===== src/rtl/bcd_pkg.sv =====
// Shared definitions for the BCD digit feeder.
//   BCD_W          width of one BCD digit
//   feeder_state_t controller states
//   bcd_digits()   decimal digits needed to hold any unsigned value of a given bit width
//   pow10()        10**n, saturating at the 64-bit maximum
package bcd_pkg;

  localparam int BCD_W = 4;

  typedef enum logic [1:0] {
    IDLE  = 2'd0,
    SHIFT = 2'd1,
    WRITE = 2'd2
  } feeder_state_t;

  // ceil(width*log10(2)) using a fixed-point log10(2) = 0.30103.
  // width*log10(2) is never an integer for width >= 1, so the rounding is exact.
  function automatic int bcd_digits(input int width);
    longint num;
    num = longint'(width) * 64'sd30103 + 64'sd99999;
    return int'(num / 64'sd100000);
  endfunction

  function automatic longint unsigned pow10(input int n);
    longint unsigned p;
    p = 64'd1;
    for (int i = 0; i < n; i++) begin
      if (p > 64'd1844674407370955161) begin
        p = 64'hFFFF_FFFF_FFFF_FFFF;
      end else begin
        p = p * 64'd10;
      end
    end
    return p;
  endfunction

endpackage


===== src/rtl/bcd_add3.sv =====
// Double-dabble nibble correction: digits of 5 or more get 3 added so that the
// following left shift carries correctly into the next decimal digit.
//   i_nib  accumulator digit before the shift
//   o_nib  corrected digit
module bcd_add3
  import bcd_pkg::*;
(
  input  logic [BCD_W-1:0] i_nib,
  output logic [BCD_W-1:0] o_nib
);

  assign o_nib = (i_nib >= 4'd5) ? (i_nib + 4'd3) : i_nib;

endmodule


===== src/rtl/bcd_digit_feeder.sv =====
// Sequential binary-to-BCD converter feeding a bank of seven-segment decoders.
// One input bit is consumed per clock; the result is written to the digit
// registers with a single-cycle displayWrite strobe when the conversion ends.
//   clk           system clock, rising edge
//   reset         asynchronous active-high reset
//   binIn         unsigned value, sampled when start is accepted
//   start         conversion request, honoured only in IDLE
//   busy          conversion in progress, through the strobe cycle
//   done          one-cycle completion pulse, same cycle as displayWrite
//   overflow      last value did not fit in DIGITS decimal digits
//   digits        BCD result, digit k = digits[4k+3:4k]
//   displayWrite  write enable for the downstream decoders
//
// state | meaning
// IDLE  | waiting for start, outputs held
// SHIFT | one add-3/shift step per cycle, DATA_W cycles
// WRITE | publish result, pulse displayWrite/done
module bcd_digit_feeder
  import bcd_pkg::*;
#(
  parameter int DATA_W = 8,
  parameter int DIGITS = 3
) (
  input  logic                    clk,
  input  logic                    reset,
  input  logic [DATA_W-1:0]       binIn,
  input  logic                    start,
  output logic                    busy,
  output logic                    done,
  output logic                    overflow,
  output logic [BCD_W*DIGITS-1:0] digits,
  output logic                    displayWrite
);

  localparam int ACC_D = bcd_digits(DATA_W);
  localparam int ACC_W = BCD_W * ACC_D;
  localparam int CNT_W = (DATA_W > 1) ? $clog2(DATA_W) : 1;

  feeder_state_t             r_state;
  logic [CNT_W-1:0]          r_cnt;
  logic [DATA_W-1:0]         r_shift;
  logic [ACC_W-1:0]          r_acc;
  logic [BCD_W*DIGITS-1:0]   r_digits;
  logic                      r_ovf;
  logic                      r_busy;
  logic                      r_done;
  logic                      r_dw;

  logic [ACC_W-1:0]          w_adj;
  logic                      w_ovf;
  logic [BCD_W*DIGITS-1:0]   w_digits;

  for (genvar g = 0; g < ACC_D; g++) begin : g_add3
    bcd_add3 u_add3 (
      .i_nib(r_acc[g*BCD_W +: BCD_W]),
      .o_nib(w_adj[g*BCD_W +: BCD_W])
    );
  end

  // Any nonzero digit above the displayed ones means value > 10^DIGITS-1.
  if (ACC_D > DIGITS) begin : g_ovf
    assign w_ovf = |r_acc[ACC_W-1:BCD_W*DIGITS];
  end else begin : g_no_ovf
    assign w_ovf = 1'b0;
  end

  for (genvar k = 0; k < DIGITS; k++) begin : g_dig
    if (k < ACC_D) begin : g_acc
      assign w_digits[k*BCD_W +: BCD_W] = w_ovf ? 4'd9 : r_acc[k*BCD_W +: BCD_W];
    end else begin : g_pad
      assign w_digits[k*BCD_W +: BCD_W] = 4'd0;
    end
  end

  always_ff @(posedge clk or posedge reset) begin
    if (reset) begin
      r_state  <= IDLE;
      r_cnt    <= '0;
      r_shift  <= '0;
      r_acc    <= '0;
      r_digits <= '0;
      r_ovf    <= 1'b0;
      r_busy   <= 1'b0;
      r_done   <= 1'b0;
      r_dw     <= 1'b0;
    end else begin
      r_done <= 1'b0;
      r_dw   <= 1'b0;
      case (r_state)
        IDLE: begin
          if (start) begin
            r_shift <= binIn;
            r_acc   <= '0;
            r_cnt   <= CNT_W'(DATA_W - 1);
            r_busy  <= 1'b1;
            r_state <= SHIFT;
          end else begin
            // busy stays up through the strobe cycle and drops here
            r_busy <= 1'b0;
          end
        end
        SHIFT: begin
          r_acc   <= {w_adj[ACC_W-2:0], r_shift[DATA_W-1]};
          r_shift <= r_shift << 1;
          if (r_cnt == '0) begin
            r_state <= WRITE;
          end else begin
            r_cnt <= r_cnt - CNT_W'(1);
          end
        end
        WRITE: begin
          r_digits <= w_digits;
          r_ovf    <= w_ovf;
          r_dw     <= 1'b1;
          r_done   <= 1'b1;
          r_state  <= IDLE;
        end
        default: begin
          r_busy  <= 1'b0;
          r_state <= IDLE;
        end
      endcase
    end
  end

  assign busy         = r_busy;
  assign done         = r_done;
  assign overflow     = r_ovf;
  assign digits       = r_digits;
  assign displayWrite = r_dw;

endmodule

===== config.mk =====
export PLATFORM = sky130hd
export DESIGN_NAME = bcd_digit_feeder
export DESIGN_NICKNAME = d
export VERILOG_FILES = /design/src/rtl/bcd_pkg.sv /design/src/rtl/bcd_add3.sv /design/src/rtl/bcd_digit_feeder.sv
export SDC_FILE = /design/constraint.sdc
export NUM_CORES = 1
export LEC_CHECK = 0
export ABC_AREA = 1
export CORE_AREA = 10 10 56 103
export CTS_CLUSTER_SIZE = 25
export DETAILED_ROUTE_END_ITERATION = 8
export DIE_AREA = 0 0 66 113
export PLACE_DENSITY = 0.72
export SLEW_MARGIN = 20
export SYNTH_ARGS = -nofsm -noshare
export SYNTH_HDL_FRONTEND = slang
export SYNTH_SLANG_ARGS = --single-unit

===== constraint.sdc =====
create_clock -name clk -period 1.5 [get_ports clk]
set_clock_uncertainty 0.15 [all_clocks]
set_input_delay 0.225 -clock clk [delete_from_list [all_inputs] [get_ports clk]]
set_output_delay 0.225 -clock clk [all_outputs]
set_load 0.02 [all_outputs]

==> key figures <==
Layout
  – Area Growth Syn to Fin: 34.9%
  – Post-layout net count: approximately 300
  – Fin area: between 0.002 and 0.003 mm^2
  – Fillers: between 300 and 400
  – Layout cells sized above 1: 0.197
  – Area of the multi-input gates: 927 um^2
  – Antenna Cells: 0
  – Register area: ~980 um^2

Critical path
  – Critical Path Start Type: flop
  – Worst path slowest cell: dfrtp_1
  – CP delay by family, top: flip-flops
  – Worst Path Required: 1.53 ns
  – Critical R2R Capture: r_cnt[2]$_DFFE_PP0P_
  – Worst EP arrival: 1.68 ns
  – R2R depth: 8
  – Cells along the critical path: inv_2 -> ha_4 -> inv_4 -> o21ai_4 -> buf_12 -> nand2_4 -> nand2_1 -> nand2_1
  – R2R Setup Slk: -0.15 ns
  – Buf/Inv on CP: 3
  – Crit-path max FO: 5
  – Reg2reg start: r_state[1]$_DFFE_PP0P_
  – CP most frequent cell: nand2_1
  – CP endpoint kind: flop
  – Setup CP Type: reg -> reg
  – Crit path from: r_state[1]$_DFFE_PP0P_
  – Delay of the slowest cell on the worst path: slightly below 0.4 ns

Synth
  – Synth Net Count: about 260
  – Seq cells post-synth: 39
  – Synth area leader: dfrtp_1
  – Combinational family with the most area after synthesis: simple AND/OR/NAND/NOR gates
  – Synth Area in Compound Gates: 0.123
  – Seq/Total Area, Yosys: 0.493
  – Synth top area share: 0.493
  – Cells after synthesis: approximately 230
  – Post-Syn Area: 0.00198 mm^2
  – Synth Area in Adders: 0.0759
  – Unique masters post-synth: 25
  – Simple-gate portion of the synthesized area: 0.214
  – Warning count from the yosys run: 0
  – Synth Area in XOR/XNOR: 0
  – Synth area leaders: dfrtp_1 49%, nand2_1 9.7%, ha_1 7.6%
  – Mux share of post-synthesis cell area: 0.00569
  – Mean post-synth cell area: 8.53 um^2

Floorplanning
  – Die height: 113 um
  – I/O Pins: 27
  – Core Region: approximately 0.0041 mm^2
  – Die ar.: 0.00746 mm^2
  – Die X: around 66 um
  – Initial Utilization: 0.484
  – Site Rows: 33

Pwr
  – Pwr Density: 2400 mW/mm^2
  – Overall power: between 6 and 7 mW
  – Net Sw Frac: 0.419
  – Worst vdd ir: 0.00169 V
  – Clock share of power: 0.138
  – Combinational power share: 0.580
  – Internal: 3.72 mW
  – LEAKAGE: 1.32 nW
  – Seq pwr share: 0.282
  – NetSw: 2.68 mW

Timing
  – Unrepaired setup endpoints after global routing: yes
  – Final hold slack: about 0.12 ns
  – Minimum clock period: about 1.7 ns
  – Final Slew Violations: 0
  – Final setup fails: 23
  – Maximum clock rate: 606 MHz
  – Final worst setup slack: -0.151 ns
  – Post-route setup TNS: -2.05 ns
  – Tcrit/Tclk final: 1.10
  – Hold Fails Final Rpt: 0

Placement
  – DPL Wire Length: 2.96 mm
  – Port Buf Inserts: 25
  – Gp weighted congestion: 0.859
  – Placement-stage cell area: 0.00238 mm^2

Routing
  – Initial DRC Count: 51
  – Wire length per cell: 13.3 um
  – Vias per inst: 5.06
  – Drt drc: 0
  – Total Wirelength: 4.42 mm
  – Drt pass-1 iters: 5
  – Via count: 1676
  – DRT antenna net count: 0

Global routing
  – GRT overflow: 0
  – Number of global-route vias before repair: roughly 1600
  – First-pass GRT wire length: 7.04 mm
  – Largest net degree at the start of global routing: 40
  – GRT Total Usage: 0.114
  – Initial antenna violation count: 0

Run status
  – Failing checks: setup timing
  – Status: finished, violations left

Clock network
  – CTS tree: done
  – Clock root buffer: clkbuf_8
  – Clk sinks: 39
  – Clock Tree Buf Depth: 2
  – Clock slew at reported path FFs: 0.08 ns
  – Hold-fix buffers, CTS: 0
  – CTS Buf Count: 5
  – H-Tree Depth: 2
  – Worst-Skew Late Latency: roughly 0.29 ns

Min path
  – Hold Path Class: in -> async

Run
  – Max Cap Viol: 0
## sequential cells by signal, indices dropped and copies added, names as in the netlist
name          flops
digits           12
r_acc            12
r_shift           8
r_cnt             3
r_state           2
busy              1
displayWrite      1
## cell type report
cell class,instances,share of cell area
Clock buffer,5,0.0258
Clock inverter,3,0.0164
Inverter,27,0.0399
Multi-Input combinational cell,157,0.348
Sequential cell,39,0.366
Tap cell,52,0.0244
Timing Repair Buffer,48,0.180
## placed cells by master (no fill, tap or decap), drive strengths merged
master,count
o22ai,1
dfrtp,39
nand3,18
a21oi,12
nand2,52
o21a,5
bufinv,1
mux2,1
clkdlybuf4s50,10
clkinv,2
nand4,6
clkbuf,7
o21bai,3
nor3,1
dlygate4sd2,15
ha,12
conb,1
nor2,25
o211ai,1
inv,27
o21ai,19
buf,21
## repair_timing
item	CTS	global route
endpoints found under the hold margin	0	0
gates resized for setup	20	25
cloned	0	2
setup buffers	0	7
pin swaps	0	5
endpoints found under the setup margin	48	33
## power by group through the flow
stage | combinational, mW | sequential [mW] | clock, mW
2_1_floorplan | 1.85 | 2.01 | 0
3_3_place_gp | 3.08 | 1.82 | 0
3_5_place_dp | 3.15 | 1.83 | 0
4_1_cts | 3.08 | 1.80 | 0.897
5_1_grt | 4.11 | 1.87 | 0.946
6_report | 3.71 | 1.80 | 0.879
## per-layer routing
metal	vias to the layer above	wire length, um	track usage
met4	0	70	0.0408
met3	7	180	0.0296
met5	-	0	0
met1	805	1660	0.114
li1	838	-	-
met2	26	2500	0.212
## cell families (layout without fill, tap and decap cells)
group / after synthesis / count (layout)
AND/OR/NAND/NOR: 102 / 102
multiplexers: 1 / 1
flip-flops: 39 / 39
adder cells (fa/ha/maj): 12 / 12
buffers and inverters: 36 / 83
AO/OA/AOI/OAI: 41 / 41
other: 1 / 1
## metrics by stage
step	cells	setup slack [ns]	util
after floorplan	232	0.0120	-
after global placement	315	-0.0791	0.581
after global routing	331	-0.202	0.653
after CTS	323	-0.0707	0.607
final	331	-0.151	0.653
after detailed placement	315	-0.105	0.581
## how the worst max path moves through the flow
stage / end / cells past startpoint
3_3_place_gp: r_acc[8]$_DFFE_PP0P_ / 7
5_1_grt: r_cnt[2]$_DFFE_PP0P_ / 8
6_report: r_cnt[2]$_DFFE_PP0P_ / 8
3_5_place_dp: r_shift[1]$_DFFE_PP0P_ / 7
2_1_floorplan: r_shift[2]$_DFFE_PP0P_ / 7
4_1_cts: r_shift[5]$_DFFE_PP0P_ / 7
## worst min-delay path, stage by stage
cell and delay [ns]:
clkdlybuf4s50_1 0.39, inv_1 0.09, buf_12 0.23
## cell usage after synthesis
cell type and instances:
nand2_1 51, dfrtp_1 39, inv_1 25, nor2_1 25
nand3_1 18, a21oi_1 12, ha_1 12, o21ai_0 11
nand4_1 6, o21ai_1 6, o21a_1 5, buf_2 3
buf_6 3, o21bai_1 3, buf_4 2, inv_2 2
clkbuf_1 1, conb_1 1, mux2_2 1, nand2_2 1
nor3_1 1, o211ai_1 1, o21ai_2 1, o21ai_4 1
o22ai_1 1
Note: power is estimated with default switching activity, not from simulation.
